[config.mk]
export PLATFORM = sky130hd
export DESIGN_NAME = hb1_interp
export DESIGN_NICKNAME = d
export VERILOG_FILES = /design/src/rtl/hb1_interp.sv
export SDC_FILE = /design/constraint.sdc
export NUM_CORES = 2
export LEC_CHECK = 0
export CAP_MARGIN = 20
export CELL_PAD_IN_SITES_DETAIL_PLACEMENT = 1
export CELL_PAD_IN_SITES_GLOBAL_PLACEMENT = 2
export CORE_MARGIN = 1
export CORE_UTILIZATION = 30
export DETAILED_ROUTE_END_ITERATION = 10
export PLACE_DENSITY = 0.72
export SLEW_MARGIN = 0
export SYNTH_ARGS = -nofsm -noshare
export SYNTH_HDL_FRONTEND = slang
export SYNTH_SLANG_ARGS = --single-unit
[constraint.sdc]
create_clock -name clk -period 14.8 [get_ports clk]
set_input_delay 2.22 -clock clk [delete_from_list [all_inputs] [get_ports clk]]
set_output_delay 2.22 -clock clk [all_outputs]
set_load 0.005 [all_outputs]
[src/rtl/hb1_interp.sv]
// hb1_interp: 2x half-band interpolator.
// A 4-tap line shifts on each input strobe. Every input sample produces two
// output samples. Phase A is the filtered in-between value and appears two
// cycles after the strobe. Phase B is the centre tap and appears H cycles
// after phase A. H is half the measured input interval.
module hb1_interp #(
   parameter int PW       = 16,
   parameter int DEF_HALF = 2
) (
   input  logic               clk,
   input  logic               rstn,
   input  logic               clk_vld_in,
   input  logic signed [34:0] dat_in,
   output logic               clk_vld_out,
   output logic signed [34:0] dat_out,
   output logic               ovr
);

   typedef enum logic [1:0] {
      IDLE   = 2'd0,
      PH_A   = 2'd1,
      WAIT_B = 2'd2
   } state_t;

   localparam logic signed [67:0] C_OUT   = 68'sd54357298;
   localparam logic signed [67:0] C_IN    = 68'sd316817548;
   localparam logic signed [67:0] A_MAX   = 68'sd17179869183;
   localparam logic signed [67:0] A_MIN   = -68'sd17179869184;
   localparam logic [PW-1:0]      CNT_MAX = {PW{1'b1}};

   logic signed [34:0] x0, x1, x2, x3;
   logic [PW-1:0]      icnt;
   logic [PW-1:0]      per;
   logic [1:0]         seen;
   logic [PW-1:0]      h_raw;
   logic [PW-1:0]      h;
   logic [PW-1:0]      wcnt;
   state_t             state;

   logic signed [35:0] s0, s1;
   logic signed [67:0] acc;
   logic signed [67:0] a_full;
   logic signed [34:0] a_sat;

   // Tap line: advances only when a new input sample is strobed in.
   always_ff @(posedge clk or negedge rstn) begin
      if (!rstn) begin
         x0 <= 35'sd0;
         x1 <= 35'sd0;
         x2 <= 35'sd0;
         x3 <= 35'sd0;
      end else if (clk_vld_in) begin
         x0 <= dat_in;
         x1 <= x0;
         x2 <= x1;
         x3 <= x2;
      end else begin
         x0 <= x0;
         x1 <= x1;
         x2 <= x2;
         x3 <= x3;
      end
   end

   // Input interval measurement: the counter value at a strobe is the distance from the previous strobe.
   always_ff @(posedge clk or negedge rstn) begin
      if (!rstn) begin
         icnt <= {PW{1'b0}};
         per  <= {PW{1'b0}};
         seen <= 2'd0;
      end else if (clk_vld_in) begin
         icnt <= {{(PW-1){1'b0}}, 1'b1};
         per  <= icnt;
         if (seen != 2'd2) begin
            seen <= seen + 2'd1;
         end else begin
            seen <= seen;
         end
      end else if (icnt != CNT_MAX) begin
         icnt <= icnt + {{(PW-1){1'b0}}, 1'b1};
      end else begin
         icnt <= icnt;
      end
   end

   // Phase-B delay: half the measured interval once it is known. Never less than one cycle.
   always_comb begin
      h_raw = PW'(DEF_HALF);
      h     = {{(PW-1){1'b0}}, 1'b1};
      if (seen == 2'd2) begin
         h_raw = per >> 1'b1;
      end else begin
         h_raw = PW'(DEF_HALF);
      end
      if (h_raw == {PW{1'b0}}) begin
         h = {{(PW-1){1'b0}}, 1'b1};
      end else begin
         h = h_raw;
      end
   end

   // Phase A: symmetric 4-tap half-band sum. The shift by 29 applies the 2x gain. The result saturates to 35 bits.
   always_comb begin
      s0     = 36'(x0) + 36'(x3);
      s1     = 36'(x1) + 36'(x2);
      acc    = (68'(s1) * C_IN) - (68'(s0) * C_OUT);
      a_full = acc >>> 7'd29;
      a_sat  = a_full[34:0];
      if (a_full > A_MAX) begin
         a_sat = A_MAX[34:0];
      end else if (a_full < A_MIN) begin
         a_sat = A_MIN[34:0];
      end else begin
         a_sat = a_full[34:0];
      end
   end

   // Output sequencer: emit A, wait H cycles, emit B. A strobe arriving early drops the pending B.
   always_ff @(posedge clk or negedge rstn) begin
      if (!rstn) begin
         state       <= IDLE;
         wcnt        <= {PW{1'b0}};
         dat_out     <= 35'sd0;
         clk_vld_out <= 1'b0;
         ovr         <= 1'b0;
      end else begin
         clk_vld_out <= 1'b0;
         case (state)
            IDLE: begin
               if (clk_vld_in) begin
                  state <= PH_A;
               end else begin
                  state <= IDLE;
               end
            end
            PH_A: begin
               dat_out     <= a_sat;
               clk_vld_out <= 1'b1;
               wcnt        <= h - {{(PW-1){1'b0}}, 1'b1};
               if (clk_vld_in) begin
                  ovr   <= 1'b1;
                  state <= PH_A;
               end else begin
                  state <= WAIT_B;
               end
            end
            WAIT_B: begin
               if (clk_vld_in) begin
                  ovr   <= 1'b1;
                  state <= PH_A;
               end else if (wcnt == {PW{1'b0}}) begin
                  dat_out     <= x1;
                  clk_vld_out <= 1'b1;
                  state       <= IDLE;
               end else begin
                  wcnt <= wcnt - {{(PW-1){1'b0}}, 1'b1};
               end
            end
            default: begin
               state <= IDLE;
            end
         endcase
      end
   end

endmodule

==> flow_metrics.tcl <==
set metrics [dict create \
    grt.total_usage_pct 18.91 \
    ys_ff_latch 228 \
    status "complete, no violations" \
    grt_setup_unrepaired "false" \
    post_cts_buffers 0 \
    setup_viol 0 \
    syn2layout_area_growth_pct 9.341 \
    cts_hold_buf 0 \
    critPathKind "register to register" \
    drt-pass1-iter-count 5 \
    avgSynthCellArea_sq_um 9.415 \
    route.detailed.drc 0 \
    drtAntennaViolNets 0 \
    yosysTopAreaCell "fa_1" \
    clk_latency_ns 0.57 \
    clkSlewWorstSetupHoldPaths_ns 0.07 \
    numCtsBuffers 24 \
    synth_async_sr_flop_share_pct 100.0 \
    cpPeakStageDelay_ns 0.78 \
    path_buf_inv 4 \
    finalNetCount 6726 \
    setup_tns_ns 0 \
    vias 35357 \
    antenna_found_initial 7 \
    dp_hpwl_mm 132.7 \
    core.rowCount 146 \
    reg2reg_slack_ns 0.86 \
    grt_pass1_wl_mm 234.7 \
    clk_path_buf_depth 3 \
    r2r_cells 46 \
    startpoint_type "register" \
    grt_max_degree 114 \
    core_sq_um 159100 \
    drive_above_1_share_pct 5.933 \
    synth.distinct_cells 98 \
    start_util_pct 30.39 \
    fin_crit_ns 13.94 \
    fillCellCount 18336 \
    die_w_um 403.5 \
    cp.required_ns 15.29 \
    reg2reg_from "x1[1]" \
    cp_top_family "compound AO/OA/AOI/OAI gates" \
    seq_area_frac_synth_pct 11.80 \
    crit_cells 46 \
    routabilityCongestion 0.8905 \
    cp_slowest_cell "a2111oi_0" \
    cts_tree "yes" \
    synthFlopType "dfrtp_1" \
    first_global_vias 39008 \
    cts_sinks 228 \
    relSlewSlack_pct 23.49 \
    die_h_um 403.5 \
    worst_pin_slew_ns 1.144 \
    die_area_sq_um 162800 \
    timing.rr.end "dat_out[3]" \
    via_per_inst 4.785 \
    final_hold_viol_count 0 \
    drtIter0Drc 1790 \
    cap_violations 0 \
    cp-endpoint "dat_out[3]" \
    path_max_fanout 31 \
    drt-total-wl_mm 151.5 \
    synthCells 5136 \
    cp.arrival_ns 14.43 \
    fin_skew_ns 0.02650 \
    fmax_mhz 71.75 \
    hold_class "register to register" \
    port_buffers 74 \
    synth_enable_flop_cells 0 \
    cts_root_buffer "clkbuf_16" \
    period_share_pct 94.17 \
    regArea_sq_um 5705 \
    multi_input_area_sq_um 37370 \
    h-tree-depth 1 \
    avgRoutedWirePerCell_um 20.51 \
    end_kind "register" \
    synthTopCellsByArea "fa_1, ha_1, dfrtp_1" \
    crit_path_start "x1[1]" \
    drv_slew 0 \
    syn_area_sq_um 48350 \
    ios 75 \
    overflow 0 \
    synth.top_cell.area_share_pct 29.31 \
    synth_warnings 0 \
]
## worst reg2reg max path, delay by kind of cell, from the launching register on
kind                     cells  cell delay (ns)
AO/OA/AOI/OAI               21             5.27
XOR/XNOR                     3             1.19
adder cells (fa/ha/maj)     10             4.30
buffers and inverters        4             0.46
flip-flops                   1             0.46
AND/OR/NAND/NOR              8             2.20
## worst min-delay path by stage
stage / startpoint / end / cells past startpoint
finish: seen[0] / seen[0] / 1
global route: seen[0] / seen[0] / 1
CTS: seen[0] / seen[0] / 1
detailed placement: seen[0] / seen[0] / 1
global placement: seen[0] / seen[0] / 1
floorplan: seen[0] / seen[0] / 1
## synthesized netlist by cell type (all sizes together) (12+ instances only)
master	n
inv	1326
ha	755
fa	708
a21oi	241
nand2	229
dfrtp	228
xnor2	203
o21ai	188
a21o	136
nor2	136
mux2	135
xor2	124
clkbuf	68
nand3	57
o21bai	46
a31oi	40
nand2b	39
nor3	38
a211oi	37
nand4	29
nor2b	29
o21a	28
and3	26
o2111ai	25
buf	20
a22o	19
and4	15
o211ai	15
and2	14
or3	13
mux2i	12
nor4	12
## per-stage QoR
| stage | hold WS, ns | cells | instance area [sq um] | setup WS [ns] | utilization [%] |
|---|---|---|---|---|---|
| after floorplan | 0.4465 | 5140 | 48370 | 2.995 | - |
| after detailed placement | 0.4630 | 7345 | 52010 | 0.6427 | 32.69 |
| after global placement | 0.4644 | 7345 | 52010 | 0.9475 | 32.69 |
| after CTS | 0.4755 | 7388 | 52840 | 0.5943 | 33.21 |
| after global routing | 0.4884 | 7388 | 52870 | 0.002073 | 33.23 |
| final | 0.4707 | 7389 | 52870 | 0.8625 | 33.23 |
## layout make-up
| class | count | share of cell area [%] |
|---|---|---|
| antenna | 1 | 0.004733 |
| clock buffer | 33 | 1.313 |
| clock inverter | 10 | 0.2509 |
| inverter | 1327 | 9.431 |
| multi-input combinational | 3497 | 70.68 |
| sequential | 228 | 10.79 |
| tap | 2146 | 5.079 |
| timing repair buffer | 147 | 2.454 |
## sequential cells by signal (all words and copies together) (netlist names)
signal	flops
clk_vld_out	1
wcnt	16
dat_out	35
state	2
icnt	16
x0	35
x2	35
seen	2
x3	35
x1	35
ovr	1
per	15
## logic make-up after synthesis
| kind of cell | synth area share, % |
|---|---|
| compound gates | 12.05 |
| simple gates | 6.803 |
| mux | 3.392 |
| fa+ha+maj | 48.85 |
| xor+xnor | 6.016 |
| buf+inv | 11.07 |
| other cells | 0.01553 |
| flops | 11.80 |
## per-layer routing
| metal | vias up | share of wire (%) | global-route usage (%) |
|---|---|---|---|
| li1 | 16674 | - | - |
| met1 | 18035 | 46 | 25.36 |
| met2 | 519 | 49 | 32.78 |
| met3 | 129 | 3.5 | 1.974 |
| met4 | 0 | 2.3 | 3.802 |
| met5 | - | 0 | 0 |
## cell usage in the layout, fill, tap and decap left out, types with 18 or more instances in the layout
cell type / n
mux2_2: 135
o21ai_0: 167
o21ai_1: 18
fa_1: 708
a21oi_1: 239
a31oi_1: 37
o2111ai_1: 25
nand4_1: 29
nor2_1: 135
nor2b_1: 29
xor2_1: 123
nand3_1: 54
a21o_1: 135
nor3_1: 36
clkdlybuf4s50_1: 72
xnor2_1: 196
clkbuf_16: 24
o21bai_1: 45
buf_4: 73
a22o_1: 19
inv_1: 1323
ha_1: 754
dfrtp_1: 228
nand2_1: 229
a211oi_1: 36
nand2b_1: 39
and3_1: 26
o21a_1: 28
## repair_timing
action	in CTS	in global routing
setup endpoints to repair	0	34
gates resized for setup	0	4
endpoints found under the hold margin	0	0
Power is not shown: default switching activity piles up to over one toggle a cycle in this logic, so the estimate is an artifact.
